**config.mk**
```make
export PLATFORM = sky130hd
export DESIGN_NAME = sim_axi_burst_fragmenter
export DESIGN_NICKNAME = d
export VERILOG_FILES = /design/src/rtl/sim_axi_frag_pkg.sv /design/src/rtl/axi_frag_beat_gen.sv /design/src/rtl/sim_axi_burst_fragmenter.sv
export SDC_FILE = /design/constraint.sdc
export NUM_CORES = 1
export LEC_CHECK = 0
export CAP_MARGIN = 5
export CORE_AREA = 4 4 186 188
export CTS_CLUSTER_SIZE = 24
export DETAILED_ROUTE_END_ITERATION = 12
export DIE_AREA = 0 0 190 192
export HOLD_SLACK_MARGIN = 0.05
export PLACE_DENSITY = 0.7
export REMOVE_ABC_BUFFERS = 1
export SYNTH_ARGS = -nofsm -noshare
export SYNTH_HDL_FRONTEND = slang
export SYNTH_SLANG_ARGS = --single-unit
export TNS_END_PERCENT = 30
```
**constraint.sdc**
```tcl
create_clock -name clock -period 10.6 [get_ports clock]
set_input_delay 2.12 -clock clock [delete_from_list [all_inputs] [get_ports clock]]
set_output_delay 2.12 -clock clock [all_outputs]
set_load 0.02 [all_outputs]
```
**src/rtl/sim_axi_frag_pkg.sv**
```systemverilog
// sim_axi_frag_pkg: shared AXI response codes, fragmenter FSM states and the beat address advance.
// Exports: RESP_* encodings, w_state_e, r_state_e, addr_next(addr, size).
package sim_axi_frag_pkg;
  localparam logic [1:0] RESP_OKAY   = 2'd0;
  localparam logic [1:0] RESP_EXOKAY = 2'd1;
  localparam logic [1:0] RESP_SLVERR = 2'd2;
  localparam logic [1:0] RESP_DECERR = 2'd3;
  typedef enum logic [2:0] {W_IDLE, W_ADDR, W_DATA, W_RESP, W_BRESP} w_state_e;
  typedef enum logic [1:0] {R_IDLE, R_ADDR, R_DATA} r_state_e;
  // Align down to the beat size, then step one beat; callers truncate to their address width.
  function automatic logic [63:0] addr_next(input logic [63:0] addr, input logic [2:0] size);
    logic [63:0] step;
    step = 64'd1 << size;
    return (addr & ~(step - 64'd1)) + step;
  endfunction
endpackage

```
**src/rtl/axi_frag_beat_gen.sv**
```systemverilog
// axi_frag_beat_gen: per-direction burst context (addr/len/size/id), beat counter and last flag.
// Ports: load_i latches a new burst from addr_i/len_i/size_i/id_i; advance_i steps to the next beat;
// addr_o/size_o/id_o give the current beat, last_o is high on the final beat.
module axi_frag_beat_gen
  import sim_axi_frag_pkg::*;
#(
  parameter int ADDR_BITS = 32,
  parameter int ID_BITS   = 5
) (
  input  logic                 clock,
  input  logic                 reset,
  input  logic                 load_i,
  input  logic                 advance_i,
  input  logic [ADDR_BITS-1:0] addr_i,
  input  logic [7:0]           len_i,
  input  logic [2:0]           size_i,
  input  logic [ID_BITS-1:0]   id_i,
  output logic [ADDR_BITS-1:0] addr_o,
  output logic [2:0]           size_o,
  output logic [ID_BITS-1:0]   id_o,
  output logic                 last_o
);
  logic [ADDR_BITS-1:0] addr_q, addr_d;
  logic [7:0]           len_q, len_d, cnt_q, cnt_d;
  logic [2:0]           size_q, size_d;
  logic [ID_BITS-1:0]   id_q, id_d;
  always_comb begin
    addr_d = load_i ? addr_i : advance_i ? ADDR_BITS'(addr_next(64'(addr_q), size_q)) : addr_q;
    cnt_d  = load_i ? 8'd0 : advance_i ? cnt_q + 8'd1 : cnt_q;
    len_d  = load_i ? len_i : len_q;
    size_d = load_i ? size_i : size_q;
    id_d   = load_i ? id_i : id_q;
  end
  always_ff @(posedge clock) begin
    if (reset) begin
      addr_q <= '0;
      len_q  <= '0;
      cnt_q  <= '0;
      size_q <= '0;
      id_q   <= '0;
    end else begin
      addr_q <= addr_d;
      len_q  <= len_d;
      cnt_q  <= cnt_d;
      size_q <= size_d;
      id_q   <= id_d;
    end
  end
  assign addr_o = addr_q;
  assign size_o = size_q;
  assign id_o   = id_q;
  assign last_o = cnt_q == len_q;
endmodule

```
**src/rtl/sim_axi_burst_fragmenter.sv**
```systemverilog
// sim_axi_burst_fragmenter: splits upstream AXI4 INCR bursts into single-beat downstream transactions.
// Ports: s_aw/s_w/s_b and s_ar/s_r are the upstream slave port; m_aw/m_w/m_b and m_ar/m_r are the
// single-beat master port (downstream len/last/burst are tied off by the integrator).
// Write and read engines are independent, one burst outstanding each.
module sim_axi_burst_fragmenter
  import sim_axi_frag_pkg::*;
#(
  parameter int ADDR_BITS = 32,
  parameter int DATA_BITS = 64,
  parameter int ID_BITS   = 5,
  parameter int STRB_BITS = DATA_BITS / 8
) (
  input  logic                 clock,
  input  logic                 reset,
  input  logic                 s_aw_valid,
  input  logic [ADDR_BITS-1:0] s_aw_addr,
  input  logic [7:0]           s_aw_len,
  input  logic [2:0]           s_aw_size,
  input  logic [ID_BITS-1:0]   s_aw_id,
  output logic                 s_aw_ready,
  input  logic                 s_w_valid,
  input  logic [DATA_BITS-1:0] s_w_data,
  input  logic [STRB_BITS-1:0] s_w_strb,
  input  logic                 s_w_last,
  output logic                 s_w_ready,
  output logic                 s_b_valid,
  output logic [1:0]           s_b_resp,
  output logic [ID_BITS-1:0]   s_b_id,
  input  logic                 s_b_ready,
  input  logic                 s_ar_valid,
  input  logic [ADDR_BITS-1:0] s_ar_addr,
  input  logic [7:0]           s_ar_len,
  input  logic [2:0]           s_ar_size,
  input  logic [ID_BITS-1:0]   s_ar_id,
  output logic                 s_ar_ready,
  output logic                 s_r_valid,
  output logic [DATA_BITS-1:0] s_r_data,
  output logic [1:0]           s_r_resp,
  output logic                 s_r_last,
  output logic [ID_BITS-1:0]   s_r_id,
  input  logic                 s_r_ready,
  output logic                 m_aw_valid,
  output logic [ADDR_BITS-1:0] m_aw_addr,
  output logic [2:0]           m_aw_size,
  output logic [ID_BITS-1:0]   m_aw_id,
  input  logic                 m_aw_ready,
  output logic                 m_w_valid,
  output logic [DATA_BITS-1:0] m_w_data,
  output logic [STRB_BITS-1:0] m_w_strb,
  input  logic                 m_w_ready,
  input  logic                 m_b_valid,
  input  logic [1:0]           m_b_resp,
  output logic                 m_b_ready,
  output logic                 m_ar_valid,
  output logic [ADDR_BITS-1:0] m_ar_addr,
  output logic [2:0]           m_ar_size,
  output logic [ID_BITS-1:0]   m_ar_id,
  input  logic                 m_ar_ready,
  input  logic                 m_r_valid,
  input  logic [DATA_BITS-1:0] m_r_data,
  input  logic [1:0]           m_r_resp,
  output logic                 m_r_ready
);
  w_state_e           w_state_q, w_state_d;
  r_state_e           r_state_q, r_state_d;
  logic [1:0]         resp_acc_q, resp_acc_d;
  logic [ID_BITS-1:0] w_id, r_id;
  logic               w_last, r_last, w_load, w_adv, r_load, r_adv, w_data_en, r_data_en, b_hs;
  logic               unused;
  assign unused = s_w_last;
  assign w_data_en = !reset && w_state_q == W_DATA;
  assign r_data_en = !reset && r_state_q == R_DATA;
  assign w_load = s_aw_valid && s_aw_ready;
  assign b_hs   = m_b_valid && m_b_ready;
  assign w_adv  = b_hs && !w_last;
  assign r_load = s_ar_valid && s_ar_ready;
  assign r_adv  = s_r_valid && s_r_ready && !r_last;
  // Worst downstream response wins: the encodings are ordered by severity.
  assign resp_acc_d = w_load ? RESP_OKAY : (b_hs && m_b_resp > resp_acc_q) ? m_b_resp : resp_acc_q;
  axi_frag_beat_gen #(.ADDR_BITS(ADDR_BITS), .ID_BITS(ID_BITS)) u_w_beat (
    .clock, .reset, .load_i(w_load), .advance_i(w_adv),
    .addr_i(s_aw_addr), .len_i(s_aw_len), .size_i(s_aw_size), .id_i(s_aw_id),
    .addr_o(m_aw_addr), .size_o(m_aw_size), .id_o(w_id), .last_o(w_last)
  );
  axi_frag_beat_gen #(.ADDR_BITS(ADDR_BITS), .ID_BITS(ID_BITS)) u_r_beat (
    .clock, .reset, .load_i(r_load), .advance_i(r_adv),
    .addr_i(s_ar_addr), .len_i(s_ar_len), .size_i(s_ar_size), .id_i(s_ar_id),
    .addr_o(m_ar_addr), .size_o(m_ar_size), .id_o(r_id), .last_o(r_last)
  );
  assign m_aw_id  = w_id;
  assign s_b_id   = w_id;
  assign s_b_resp = resp_acc_q;
  assign m_ar_id  = r_id;
  assign s_r_id   = r_id;
  always_comb begin
    w_state_d  = w_state_q;
    s_aw_ready = !reset && w_state_q == W_IDLE;
    m_aw_valid = !reset && w_state_q == W_ADDR;
    m_w_valid  = w_data_en && s_w_valid;
    s_w_ready  = w_data_en && m_w_ready;
    m_w_data   = w_data_en ? s_w_data : '0;
    m_w_strb   = w_data_en ? s_w_strb : '0;
    m_b_ready  = !reset && w_state_q == W_RESP;
    s_b_valid  = !reset && w_state_q == W_BRESP;
    case (w_state_q)
      W_IDLE:  if (s_aw_valid) w_state_d = W_ADDR;
      W_ADDR:  if (m_aw_ready) w_state_d = W_DATA;
      W_DATA:  if (s_w_valid && m_w_ready) w_state_d = W_RESP;
      W_RESP:  if (m_b_valid) w_state_d = w_last ? W_BRESP : W_ADDR;
      W_BRESP: if (s_b_ready) w_state_d = W_IDLE;
      default: w_state_d = W_IDLE;
    endcase
  end
  always_comb begin
    r_state_d  = r_state_q;
    s_ar_ready = !reset && r_state_q == R_IDLE;
    m_ar_valid = !reset && r_state_q == R_ADDR;
    s_r_valid  = r_data_en && m_r_valid;
    m_r_ready  = r_data_en && s_r_ready;
    s_r_data   = r_data_en ? m_r_data : '0;
    s_r_resp   = r_data_en ? m_r_resp : '0;
    s_r_last   = r_data_en && r_last;
    case (r_state_q)
      R_IDLE:  if (s_ar_valid) r_state_d = R_ADDR;
      R_ADDR:  if (m_ar_ready) r_state_d = R_DATA;
      R_DATA:  if (m_r_valid && s_r_ready) r_state_d = r_last ? R_IDLE : R_ADDR;
      default: r_state_d = R_IDLE;
    endcase
  end
  always_ff @(posedge clock) begin
    w_state_q  <= reset ? W_IDLE : w_state_d;
    r_state_q  <= reset ? R_IDLE : r_state_d;
    resp_acc_q <= reset ? RESP_OKAY : resp_acc_d;
  end
endmodule

```
==> impl_metrics.json, run 1 <==
{
  "htree_levels": 4,
  "num_rows": 67,
  "timing.final.crit_period_ns": 6.72,
  "utilization_pct": 43.0,
  "final-hold-violation-count": 0,
  "timing.final.crit_share_pct": 63.4,
  "syn_area_um2": 8530,
  "grt_max_degree": 75,
  "clock_sinks": 119,
  "ys_async_sr_fraction_pct": 0,
  "startpoint_type": "input pin",
  "grt_pass1_vias": 9732,
  "routed_via_density": 4.96,
  "synth_area_leaders": "dfxtp_1 (28%), and2_1 (12%), nand2_1 (7.3%)",
  "yosys.cell_types.count": 77,
  "final_cell_mix": "clkdlybuf4s50_1 (487), nand2_1 (163), and2_1 (159)",
  "synth-seq-cells": 119,
  "fillers": 3319,
  "crit_family": "buffers and inverters",
  "postCtsHoldBufs": 0,
  "layout-drive-gt1-share_pct": 4.18,
  "path_clk_slew_ns": 0.06,
  "postSynthAreaPerCell_um2": 7.31,
  "port_buffers": 488,
  "wl_um": 39600,
  "crit_chain": "buf_4 > buf_4 > nor3b_2 > buf_4 > and2_1 > clkdlybuf4s50_1",
  "dieArea_um2": 36500,
  "nNetsFinal": 1856,
  "timing.fmax_mhz": 149,
  "startpoint": "reset",
  "grt_pass1_wl_um": 58800,
  "tns_ns": 0,
  "end_kind": "output pin",
  "rsz0062_at_grt": "no",
  "synth_top_area_share_pct": 27.9,
  "synth_edf_count": 0,
  "p_leak_nw": 5.20,
  "grt_antenna_before_repair": 13,
  "crit_cells": 6,
  "ir_worst_vdd_v": 0.000107,
  "syn_inst": 1167,
  "hold_slack_ns": 0.489,
  "cts_root_buf": "clkbuf_16",
  "numCtsBuffers": 17,
  "ys.flop_type": "dfxtp_1",
  "final_common_cell": "clkdlybuf4s50_1",
  "drtIter0Drc": 764,
  "cp_common_cell": "buf_4",
  "detail_route.wl_per_cell_um": 19.3,
  "tightest_slew_ns": 1.14,
  "finClkSkew_ns": 0.0122,
  "path_buf_inv": 4,
  "grt_overflow": 0,
  "globalplace.congestion": 0.895,
  "clk_latency_ns": 0.44,
  "slowest_delay_ns": 0.69,
  "syn_to_final_growth_pct": 66.9,
  "r2r_end": "u_r_beat.addr_o[13]",
  "reg2regPathDepth": 9,
  "place_inst": 2022,
  "powerDensity_nw_per_um2": 105,
  "yosysTopAreaCell": "dfxtp_1",
  "drc": 0,
  "io_pins": 490,
  "coreArea_um2": 33100,
  "num_vias": 10195,
  "finalSetupViolCount": 0,
  "endpoint": "s_r_data[49]",
  "regToRegStartpoint": "u_r_beat.size_o[2]",
  "cap_violations": 0,
  "p_total_w": 0.00149,
  "ys.warnings.count": 0,
  "grt_usage_pct": 20.5,
  "die_y_um": 192,
  "first_pass_iters": 5,
  "clk_path_buf_depth": 2,
  "critPathKind": "input pin to output pin",
  "start_util_pct": 25.8,
  "slew-limit-headroom_pct": 24.1,
  "place_hpwl_um": 31100,
  "required_ns": 8.48,
  "crit_arrival_ns": 4.60,
  "dieWidth_um": 190,
  "cts_tree": "yes",
  "hold_class": "flop to flop",
  "status": "finished, final reports clean",
  "drv_slew": 0,
  "ys_seq_area_share_pct": 27.9,
  "ant_nets": 0,
  "crit_path_max_fanout": 58,
  "reg2reg_setup_slack_ns": 6.31,
  "layout.cells.non_filler": 2056,
  "worst_path_max_delay_cell": "clkdlybuf4s50_1",
  "cts_setup_buffers": 0,
  "cts_resized": 0
}
stage by stage:
| stage | setup slack (ns) | area (um^2) |
|---|---|---|
| after floorplan | 3.40 | 8130 |
| after CTS | 3.89 | 14200 |
| after global routing | 3.72 | 14200 |
| after global placement | 3.92 | 13700 |
| final | 3.88 | 14200 |
| after detailed placement | 3.90 | 13700 |
Yosys cell counts, drive strengths merged, types with 13 or more instances:
| library cell | instances |
|---|---|
| dfxtp | 119 |
| and2 | 159 |
| ha | 14 |
| o21ai | 40 |
| a211oi | 29 |
| buf | 29 |
| nand4 | 14 |
| a311oi | 21 |
| inv | 22 |
| xnor2 | 39 |
| xor2 | 20 |
| a31oi | 13 |
| nand3b | 33 |
| and3 | 25 |
| nand3 | 32 |
| clkbuf | 62 |
| nor3 | 28 |
| nand2 | 167 |
| a21oi | 41 |
| nor2 | 117 |
power by group:
part | internal (W) | switching, W
registers | 0.000479 | 0.0000501
logic | 0.000208 | 0.000189
clock network | 0.000342 | 0.000226
total | 0.00103 | 0.000465
layer usage:
layer	wire, um	GRT usage (%)	part of all wire [%]
met3	3650	7.22	9.2
met4	806	5.79	2.0
met5	103	0	0.26
met1	15500	23.8	39
met2	19600	35.9	49
worst min-delay path: stages, from the launching register on:
cell      delay (ns)
dfxtp_1         0.32
nand3b_1        0.08
nand2_1         0.05
cells by family after synthesis:
group                    after synthesis  share of synthesized area, %
AO/OA/AOI/OAI                        219                          18.2
XOR/XNOR                              59                          6.06
adder cells (fa/ha/maj)               14                          2.05
buffers and inverters                113                          5.65
flip-flops                           119                          27.9
multiplexers                           8                         0.983
AND/OR/NAND/NOR                      635                          39.2
cell type report:
cell class,instances,area [um^2],area share [%]
diodes,4,10.0,0.0703
clock buffers,18,429,3.02
clock inverters,12,131,0.923
inverters,22,82.6,0.580
multi-input cells,935,5680,39.9
flip-flops and latches,119,2380,16.7
well taps,448,561,3.94
repair buffers,498,4960,34.8
flip-flops by register name, summed over array words and instances, names as in the netlist, 5 cells and up:
register         count
u_w_beat.cnt_q       8
u_w_beat.id_o        5
u_w_beat.len_q       8
u_r_beat.cnt_q       8
u_r_beat.len_q       8
u_r_beat.addr_o     32
u_r_beat.id_o        5
u_w_beat.addr_o     32
worst min-delay path by stage:
stage,from,slack [ns],depth (start not counted),end
final,u_w_beat.id_o[4],0.49,2,u_w_beat.id_o[4]
after global routing,u_r_beat.len_q[2],0.51,2,u_r_beat.len_q[2]
after floorplan,u_r_beat.len_q[0],0.46,2,u_r_beat.len_q[0]
after detailed placement,u_w_beat.len_q[0],0.48,2,u_w_beat.len_q[0]
after global placement,u_r_beat.len_q[2],0.48,2,u_r_beat.len_q[2]
after CTS,u_w_beat.id_o[4],0.49,2,u_w_beat.id_o[4]
Power figures use the tool's default switching activity.
==> run 2, diff against run 1 <==
--- a/config.mk
+++ b/config.mk
@@ -11,7 +11,7 @@
 export DETAILED_ROUTE_END_ITERATION = 12
 export DIE_AREA = 0 0 190 192
 export HOLD_SLACK_MARGIN = 0.05
-export PLACE_DENSITY = 0.7
+export PLACE_DENSITY = 0.72
 export REMOVE_ABC_BUFFERS = 1
 export SYNTH_ARGS = -nofsm -noshare
 export SYNTH_HDL_FRONTEND = slang
==> constraint.sdc (replaced) <==
create_clock -name clock -period 6 [get_ports clock]
set_input_delay 1.2 -clock clock [delete_from_list [all_inputs] [get_ports clock]]
set_output_delay 1.2 -clock clock [all_outputs]
set_load 0.02 [all_outputs]
==> impl_metrics.json, run 2 (synthesis gave the netlist of run 1 again) <==
{
  "status": "finished, final reports clean",
  "end_kind": "output pin",
  "regToRegStartpoint": "u_r_beat.size_o[1]",
  "numCtsBuffers": 17,
  "dieWidth_um": 190,
  "grt_overflow": 0,
  "reg2regPathDepth": 9,
  "grt_max_degree": 104,
  "drv_slew": 0,
  "grt_pass1_vias": 9859,
  "tns_ns": 0,
  "reg2reg_setup_slack_ns": 1.73,
  "timing.final.crit_period_ns": 4.59,
  "min_to": "u_r_beat.len_q[6]",
  "grt_pass1_wl_um": 58100,
  "cp_common_cell": "buf_4",
  "drc": 0,
  "required_ns": 4.80,
  "finalSetupViolCount": 0,
  "ant_nets": 0,
  "slowest_delay_ns": 0.63,
  "globalplace.congestion": 0.895,
  "routed_via_density": 4.90,
  "grt_antenna_before_repair": 12,
  "hold_class": "flop to flop",
  "place_hpwl_um": 31000,
  "rsz0062_at_grt": "no",
  "p_leak_nw": 5.24,
  "layout-drive-gt1-share_pct": 4.42,
  "detail_route.wl_per_cell_um": 19.1,
  "fillers": 3320,
  "htree_levels": 4,
  "port_buffers": 488,
  "crit_arrival_ns": 3.39,
  "path_clk_slew_ns": 0.05,
  "cts_root_buf": "clkbuf_16",
  "cts_setup_buffers": 0,
  "tightest_slew_ns": 0.964,
  "cts_resized": 0,
  "coreArea_um2": 33100,
  "crit_family": "buffers and inverters",
  "clk_path_buf_depth": 2,
  "final_cell_mix": "clkdlybuf4s50_1 (487), nand2_1 (163), and2_1 (159)",
  "finClkSkew_ns": 0.0159,
  "crit_path_max_fanout": 46,
  "first_pass_iters": 5,
  "path_buf_inv": 3,
  "final-hold-violation-count": 0,
  "die_y_um": 192,
  "setup_ws_ns": 1.41,
  "grt_usage_pct": 20.2,
  "startpoint_type": "input pin",
  "crit_chain": "buf_4 > nor2_1 > nand2_1 > nor2_4 > buf_4 > and2_1 > clkdlybuf4s50_1",
  "min_from": "u_r_beat.len_q[6]",
  "syn_to_final_growth_pct": 67.7,
  "powerDensity_nw_per_um2": 187,
  "final_common_cell": "clkdlybuf4s50_1",
  "timing.fmax_mhz": 218,
  "clock_sinks": 119,
  "dieArea_um2": 36500,
  "critPathKind": "input pin to output pin",
  "worst_path_max_delay_cell": "clkdlybuf4s50_1",
  "pre_cts_ws_ns": 1.37,
  "timing.final.crit_share_pct": 76.5,
  "hold_depth": 2,
  "clk_latency_ns": 0.43,
  "io_pins": 490,
  "cap_violations": 0,
  "postCtsHoldBufs": 0,
  "r2r_end": "u_r_beat.addr_o[13]",
  "num_rows": 67,
  "drtIter0Drc": 670,
  "num_vias": 10095,
  "wl_um": 39400,
  "start_util_pct": 25.8,
  "nNetsFinal": 1858,
  "ir_worst_vdd_v": 0.000177,
  "cts_tree": "yes",
  "utilization_pct": 43.2,
  "slew-limit-headroom_pct": 35.5
}
[run 2: cell count changes in the layout (fill, tap and decap cells not counted), sizes merged]
| cell | before | now |
|---|---|---|
| clkinv | 5 | 8 |
| clkinvlp | 4 | 1 |
| clkbuf | 18 | 19 |
| buf | 11 | 13 |
| diode | 4 | 6 |
| inv | 23 | 24 |
[run 2: stage by stage]
step	instance area [um^2]	total power (W)	instances	hold slack (ns)
3_5_place_dp	13700	0.00165	2024	0.477
5_1_grt	14300	0.00280	2059	0.509
4_1_cts	14300	0.00270	2056	0.490
2_1_floorplan	8130	0.00124	1076	0.461
3_3_place_gp	13700	0.00164	2024	0.476
6_report	14300	0.00268	2062	0.489
[run 2: worst register-to-register path: stages, from the launching register on]
cell	delay, ns
dfxtp_1	0.62
or3_1	0.51
ha_1	0.33
nand4bb_1	0.24
a2111oi_1	0.67
or3_1	0.25
a311o_1	0.31
nand3_1	0.49
or3_1	0.50
a311oi_1	0.26
[run 2: final cells by class]
| class | count | area [um^2] | area share, % |
|---|---|---|---|
| clock inverter | 13 | 148 | 1.03 |
| tap | 448 | 561 | 3.92 |
| inverter | 22 | 82.6 | 0.578 |
| antenna | 6 | 15.0 | 0.105 |
| sequential | 119 | 2380 | 16.7 |
| multi-input combinational | 935 | 5680 | 39.7 |
| clock buffer | 19 | 443 | 3.10 |
| timing repair buffer | 500 | 4980 | 34.9 |
[run 2: worst max path at each step]
stage	startpoint	to	slack [ns]	depth (start not counted)
floorplan	reset	u_r_beat.addr_o[20]	0.43	6
global placement	reset	m_w_data[19]	1.44	7
detailed placement	reset	m_w_data[19]	1.37	7
CTS	reset	m_w_data[19]	1.36	7
global route	reset	m_w_data[19]	1.20	7
finish	reset	m_w_data[19]	1.41	7
[run 2: power breakdown]
group / internal, W / total, W / switching (W)
logic: 0.000371 / 0.000704 / 0.000333
clock network: 0.000626 / 0.00104 / 0.000413
registers: 0.000846 / 0.000934 / 0.0000881
[run 2: layer usage]
layer	routed length (um)	vias to the layer above	track usage, %
li1	-	4930	-
met4	1030	8	6.54
met2	19100	444	34.6
met1	15100	4661	23.1
met3	4060	52	8.03
met5	60	-	0
